===== src/rtl/and_datapath.sv =====
// Single-bus 32-bit datapath slice (PC, IR, MAR, MDR, Y, Z, R1-R3, ALU) for AND-instruction bring-up.
// Optional macro DATAPATH_TRACE_EN adds a simulation-only register-transfer trace; default build omits it.
module and_datapath #(
    parameter int WIDTH = 32
) (
    input  logic                 Clock,
    input  logic                 PCout,
    input  logic                 Zlowout,
    input  logic                 MDRout,
    input  logic                 R2out,
    input  logic                 R3out,
    input  logic                 MARin,
    input  logic                 Zin,
    input  logic                 PCin,
    input  logic                 MDRin,
    input  logic                 IRin,
    input  logic                 Yin,
    input  logic                 IncPC,
    input  logic                 Read,
    input  logic                 AND,
    input  logic                 R1in,
    input  logic                 R2in,
    input  logic                 R3in,
    input  logic [WIDTH-1:0]     Mdatain,
    output logic [WIDTH-1:0]     BusMuxOut_o,
    output logic [WIDTH-1:0]     PC_o,
    output logic [WIDTH-1:0]     IR_o,
    output logic [WIDTH-1:0]     MAR_o,
    output logic [WIDTH-1:0]     MDR_o,
    output logic [WIDTH-1:0]     Y_o,
    output logic [2*WIDTH-1:0]   Z_o,
    output logic [WIDTH-1:0]     R1_o,
    output logic [WIDTH-1:0]     R2_o,
    output logic [WIDTH-1:0]     R3_o,
    input  logic                 clear
);

    logic [WIDTH-1:0]   pc_q,  pc_d;
    logic [WIDTH-1:0]   ir_q,  ir_d;
    logic [WIDTH-1:0]   mar_q, mar_d;
    logic [WIDTH-1:0]   mdr_q, mdr_d;
    logic [WIDTH-1:0]   y_q,   y_d;
    logic [2*WIDTH-1:0] z_q,   z_d;
    logic [WIDTH-1:0]   r1_q,  r1_d;
    logic [WIDTH-1:0]   r2_q,  r2_d;
    logic [WIDTH-1:0]   r3_q,  r3_d;

    logic [WIDTH-1:0]   bus;
    logic [WIDTH-1:0]   mdr_mux;
    logic [WIDTH-1:0]   bus_inc;
    logic [2*WIDTH-1:0] alu_c;

    // Out-strobes should be one-hot; the priority chain keeps a collision deterministic.
    always_comb begin
        bus = '0;
        if (MDRout) begin
            bus = mdr_q;
        end else if (Zlowout) begin
            bus = z_q[WIDTH-1:0];
        end else if (PCout) begin
            bus = pc_q;
        end else if (R2out) begin
            bus = r2_q;
        end else if (R3out) begin
            bus = r3_q;
        end
    end

    assign mdr_mux = Read ? Mdatain : bus;

    // Increment is WIDTH bits wide so the carry out is dropped rather than reaching Z high.
    assign bus_inc = bus + {{(WIDTH-1){1'b0}}, 1'b1};

    always_comb begin
        alu_c = '0;
        if (AND) begin
            alu_c = {{WIDTH{1'b0}}, y_q & bus};
        end else if (IncPC) begin
            alu_c = {{WIDTH{1'b0}}, bus_inc};
        end
    end

    always_comb begin
        pc_d  = PCin  ? bus     : pc_q;
        ir_d  = IRin  ? bus     : ir_q;
        mar_d = MARin ? bus     : mar_q;
        mdr_d = MDRin ? mdr_mux : mdr_q;
        y_d   = Yin   ? bus     : y_q;
        z_d   = Zin   ? alu_c   : z_q;
        r1_d  = R1in  ? bus     : r1_q;
        r2_d  = R2in  ? bus     : r2_q;
        r3_d  = R3in  ? bus     : r3_q;
    end

    always_ff @(posedge Clock or posedge clear) begin
        if (clear) begin
            pc_q  <= '0;
            ir_q  <= '0;
            mar_q <= '0;
            mdr_q <= '0;
            y_q   <= '0;
            z_q   <= '0;
            r1_q  <= '0;
            r2_q  <= '0;
            r3_q  <= '0;
        end else begin
            pc_q  <= pc_d;
            ir_q  <= ir_d;
            mar_q <= mar_d;
            mdr_q <= mdr_d;
            y_q   <= y_d;
            z_q   <= z_d;
            r1_q  <= r1_d;
            r2_q  <= r2_d;
            r3_q  <= r3_d;
        end
    end

    assign BusMuxOut_o = bus;
    assign PC_o        = pc_q;
    assign IR_o        = ir_q;
    assign MAR_o       = mar_q;
    assign MDR_o       = mdr_q;
    assign Y_o         = y_q;
    assign Z_o         = z_q;
    assign R1_o        = r1_q;
    assign R2_o        = r2_q;
    assign R3_o        = r3_q;

`ifdef DATAPATH_TRACE_EN
    // $strobe reports after the edge has settled, so the printed values are the newly loaded ones.
    always @(posedge Clock) begin
        if (!clear) begin
            if (PCin)  $strobe("%0t: PC  <= %h", $time, pc_q);
            if (IRin)  $strobe("%0t: IR  <= %h", $time, ir_q);
            if (MARin) $strobe("%0t: MAR <= %h", $time, mar_q);
            if (MDRin) $strobe("%0t: MDR <= %h", $time, mdr_q);
            if (Yin)   $strobe("%0t: Y   <= %h", $time, y_q);
            if (Zin)   $strobe("%0t: Z   <= %h", $time, z_q);
            if (R1in)  $strobe("%0t: R1  <= %h", $time, r1_q);
            if (R2in)  $strobe("%0t: R2  <= %h", $time, r2_q);
            if (R3in)  $strobe("%0t: R3  <= %h", $time, r3_q);
        end
    end
`endif

endmodule


===== config.mk =====
export PLATFORM = sky130hd
export DESIGN_NAME = and_datapath
export DESIGN_NICKNAME = d
export VERILOG_FILES = /design/src/rtl/and_datapath.sv
export SDC_FILE = /design/constraint.sdc
export NUM_CORES = 1
export LEC_CHECK = 0
export BUFFER_PORTS_ARGS = -buffer_cell sky130_fd_sc_hd__buf_4
export CAP_MARGIN = 20
export CORE_MARGIN = 4
export CORE_UTILIZATION = 45
export CTS_CLUSTER_DIAMETER = 120
export DETAILED_ROUTE_END_ITERATION = 7
export PLACE_DENSITY_LB_ADDON = 0.12
export SLEW_MARGIN = 20
export SYNTH_ARGS = -nofsm -noshare
export SYNTH_HDL_FRONTEND = slang
export SYNTH_SLANG_ARGS = --single-unit

===== constraint.sdc =====
create_clock -name Clock -period 19.7 [get_ports Clock]
set_input_delay 3.94 -clock Clock [delete_from_list [all_inputs] [get_ports Clock]]
set_output_delay 3.94 -clock Clock [all_outputs]
set_load 0.05 [all_outputs]

# Word-level counts from Yosys, hierarchy flattened
# Cells that the tools add are included.
# word_totals
input_bits	51
ff_bits	320
out_inout_bits	352
# op_classes
n_bitwise	1
n_mux	8
addsub	1
# op_table
op	count
$mux W32	8
$add A32 B1 Y32 const B	1
$and A32 B32 Y32	1

# Longest topological paths before layout
# logic_depth
word_depth	8
depth_mapped	14
mapped_depth_nobuf	11

# Least setup slack after synthesis
# OpenSTA, ideal clock, no wires.
# synth_timing
path_type	input port to output port
start	input port PCout
end	output port BusMuxOut_o[31]
path_slack_ps	10031
path_buffers	4
arrival_time_ps	5729
cell_stages	8
cell_sequence	buf_2 -> buf_2 -> buf_1 -> a221oi_1 -> nor3_1 -> a21oi_1 -> o21ai_0 -> clkbuf_1
# synth_between
elab_chain_len	3
# synth_rtl
element	line_no	source
start: declaration	7	input logic PCout,
$mux W32	60	end else if (PCout) begin
$mux W32	58	end else if (Zlowout) begin
$mux W32	56	if (MDRout) begin
end: declaration	25	output logic [WIDTH-1:0] BusMuxOut_o,
# Every way passes these cells.

# Worst setup path in the final report
# layout_timing
start	input port R2out
end	output port BusMuxOut_o[22]
# layout_between
elab_chain_len	4
# layout_rtl
element	line_no	source
start: declaration	10	input logic R2out,
$mux W32	62	end else if (R2out) begin
$mux W32	60	
$mux W32	58	
$mux W32	56	
# Every way passes these cells.

==> flow_metrics.env <==
export IMPL_grt_met3_usage=0.0735
export IMPL_maxCapViolCount=0
export IMPL_leakagePower_nw=8.05
export IMPL_placed_cells=1851
export IMPL_crit_chain="buf_4 -> nor2b_2 -> buf_4 -> a221oi_1 -> o21ai_1 -> buf_4"
export IMPL_drt_iter0_markers=952
export IMPL_r2r_end="Z_o[30]$_DFFE_PP0P_"
export IMPL_grt_max_degree=104
export IMPL_synthCells=1171
export IMPL_gr_total_overflow=0
export IMPL_synth_cell_types=59
export IMPL_yosysTopAreaCellShare=0.536
export IMPL_dieHeight_um=181
export IMPL_ys_seq_elements=288
export IMPL_placementRows=63
export IMPL_finalHoldViolCount=0
export IMPL_viasPerCell=5.63
export IMPL_powerDensity_mw_per_mm2=134
export IMPL_setup_violations=0
export IMPL_cp_top_family="compound AO/OA/AOI/OAI gates"
export IMPL_start_kind="input port"
export IMPL_cts_tree="yes"
export IMPL_seqPwrFrac=0.336
export IMPL_drive_above_1_share=0.440
export IMPL_num_nets_final=1549
export IMPL_vias=10700
export IMPL_htree_levels=2
export IMPL_core_area_mm2=0.0296
export IMPL_dieArea_mm2=0.0327
export IMPL_antenna_found_initial=0
export IMPL_cp_slowest_cell="o21ai_1"
export IMPL_synth_common_cells="dfrtp_1 (288), mux2_2 (201), a21oi_1 (87)"
export IMPL_pin_count=403
export IMPL_worst_slew_pin_slew_ns=1.10
export IMPL_cts_resized_gates=0
export IMPL_ys_async_sr_fraction=1.00
export IMPL_worstHoldStart="IR_o[25]$_DFFE_PP0P_"
export IMPL_avgRoutedWirePerCell_um=23.7
export IMPL_path_clk_slew_ns=0.06
export IMPL_grt_use_met1=0.390
export IMPL_clkLatencyLatePin_ns=0.51
export IMPL_synth_area_leader_cell="dfrtp_1"
export IMPL_cts_hold_buf=0
export IMPL_path_buf_inv=3
export IMPL_synthesis_area_mm2=0.0135
export IMPL_drtPass1Iterations=5
export IMPL_grt_pass1_vias=10500
export IMPL_hpwl_um=32800
export IMPL_run_status="completed"
export IMPL_antennaDiodeCount=0
export IMPL_portBuffers=370
export IMPL_fin_cells=1910
export IMPL_synth_edf_count=0
export IMPL_grt_busiest_layer="met1"
export IMPL_cts_buffer_depth=3
export IMPL_post_cts_setup_buffers=0
export IMPL_setup_tns_ns=0
export IMPL_p_switching_uw=994
export IMPL_grt_total_usage=0.266
export IMPL_start_util=0.455
export IMPL_gp_congestion=0.918
export IMPL_cts_buffers=34
export IMPL_antenna_left=0
export IMPL_grt_pass1_wl_um=68400
export IMPL_worst_ep_required_time_ns=15.76
export IMPL_cp_common_cell="buf_4"
export IMPL_vdd_ir_drop_max_mv=0.0941
export IMPL_ys_seq_area_frac=0.536
export IMPL_swShare=0.424
export IMPL_fillers=2501
export IMPL_routed_wl_um=45200
export IMPL_period_needed_ns=10.12
export IMPL_critPathKind="in2out"
export IMPL_r2r_cells=12
export IMPL_crit_fanout=44
export IMPL_slew_limit_headroom=0.265
export IMPL_whs_path_depth=1
export IMPL_fmax_mhz=98.8
export IMPL_drc=0
export IMPL_end_kind="output pin"
export IMPL_die_x_um=181
export IMPL_cts_sinks=288
export IMPL_clock_root_buffer="clkbuf_16"
export IMPL_worstPathArrival_ns=6.18
export IMPL_hold_class="reg2reg"
export IMPL_synth_main_ff_cell="dfrtp_1"
export IMPL_cpPeakStageDelay_ns=0.89
export IMPL_yosysMostFrequentCell="dfrtp_1"
export IMPL_yosys_warnings=0
export IMPL_syn2layout_area_growth_pct=30.0
export IMPL_rsz0062_at_grt="false"
export IMPL_synth_area_leaders="dfrtp_1 (54%), mux2_2 (17%), a21oi_1 (3.2%)"
export IMPL_fin_crit_sh=0.514
export IMPL_r2r_start="R3_o[0]$_DFFE_PP0P_"
export IMPL_rrSetupSlack_ns=16.50
export IMPL_intPower_mw=1.35
export IMPL_synth_area_per_cell_um2=11.5
export IMPL_combPwrFrac=0.395
export IMPL_use_met2=0.389
export IMPL_p_clk_frac=0.269
export IMPL_clock_skew_ns=0.0130
export IMPL_min_to="IR_o[25]$_DFFE_PP0P_"
export IMPL_finalMaxSlewViolations=0
[kinds of logic (layout without fill, tap and decap cells)]
kind of cell,count (synthesis),in the layout,share of synthesized area
fa+ha+maj,1,1,0.000930
flops,288,288,0.536
other cells,1,32,0.000279
simple gates,215,215,0.0836
mux,232,232,0.191
xor+xnor,14,14,0.00911
buf+inv,173,491,0.0616
compound gates,247,247,0.118
[layout by cell type (no fill, tap or decap), types with 7 or more instances in the layout]
cell         n
a21oi_1     87
a221oi_1    23
a22oi_1     20
a31oi_1     15
and3_1       7
buf_4      404
clkbuf_1     9
clkbuf_16   35
clkbuf_8     7
conb_1      32
dfrtp_1    288
inv_1       27
mux2_2     201
mux2i_1     31
nand2_1     37
nand3_1     16
nand3b_1     9
nand4_1     16
nor2_1      85
nor3_1       7
o21ai_0     37
o21ai_1     18
o221ai_1    10
xnor2_1     11
[registers in the layout, summed over array words and instances, names as in the netlist]
| register | cells |
|---|---|
| IR_o | 32 |
| MAR_o | 32 |
| MDR_o | 32 |
| PC_o | 32 |
| R1_o | 32 |
| R2_o | 32 |
| R3_o | 32 |
| Y_o | 32 |
| Z_o | 32 |
[through the flow]
step	worst slack, ns	utilization	instance area (µm²)	hold slack, ns	total power, mW
finish	9.58	0.592	17500	0.507	2.35
floorplan	7.81	-	13600	0.770	1.41
global route	9.44	0.592	17500	0.518	2.44
CTS	9.60	0.592	17500	0.509	2.36
global placement	9.70	0.554	16400	0.491	1.72
detailed placement	9.60	0.554	16400	0.496	1.73
[power by group through the flow]
stage	Sequential [mW]	Clock (mW)	Combinational, mW
after floorplan	1.15	0	0.255
after global placement	0.795	0	0.923
after CTS	0.788	0.641	0.931
after global routing	0.803	0.669	0.966
after detailed placement	0.797	0	0.930
final	0.789	0.630	0.927
[worst max-delay path by stage]
stage / to / slack [ns] / startpoint / cells past startpoint
6_report: BusMuxOut_o[22] / 9.58 / R2out / 6
5_1_grt: BusMuxOut_o[22] / 9.44 / R2out / 6
4_1_cts: BusMuxOut_o[22] / 9.60 / R2out / 6
3_5_place_dp: BusMuxOut_o[22] / 9.60 / R2out / 6
3_3_place_gp: BusMuxOut_o[22] / 9.70 / R2out / 6
2_1_floorplan: IR_o[0]$_DFFE_PP0P_ / 7.81 / clear / 1
[area by class of cell]
type	instances	area, µm²	share of cell area
Clock buffer	51	1010	0.0575
Clock inverter	8	116	0.00665
Inverter	28	113	0.00644
Multi-Input combinational cell	741	5540	0.316
Sequential cell	288	7210	0.412
Tap cell	390	488	0.0279
Timing Repair Buffer	404	3030	0.173
[layer usage]
metal / share of wire / vias up
li1: - / 4801
met1: 0.44 / 5380
met2: 0.44 / 496
met3: 0.089 / 69
met4: 0.029 / 0
met5: 0 / -
(Power assumes the default switching activity.)
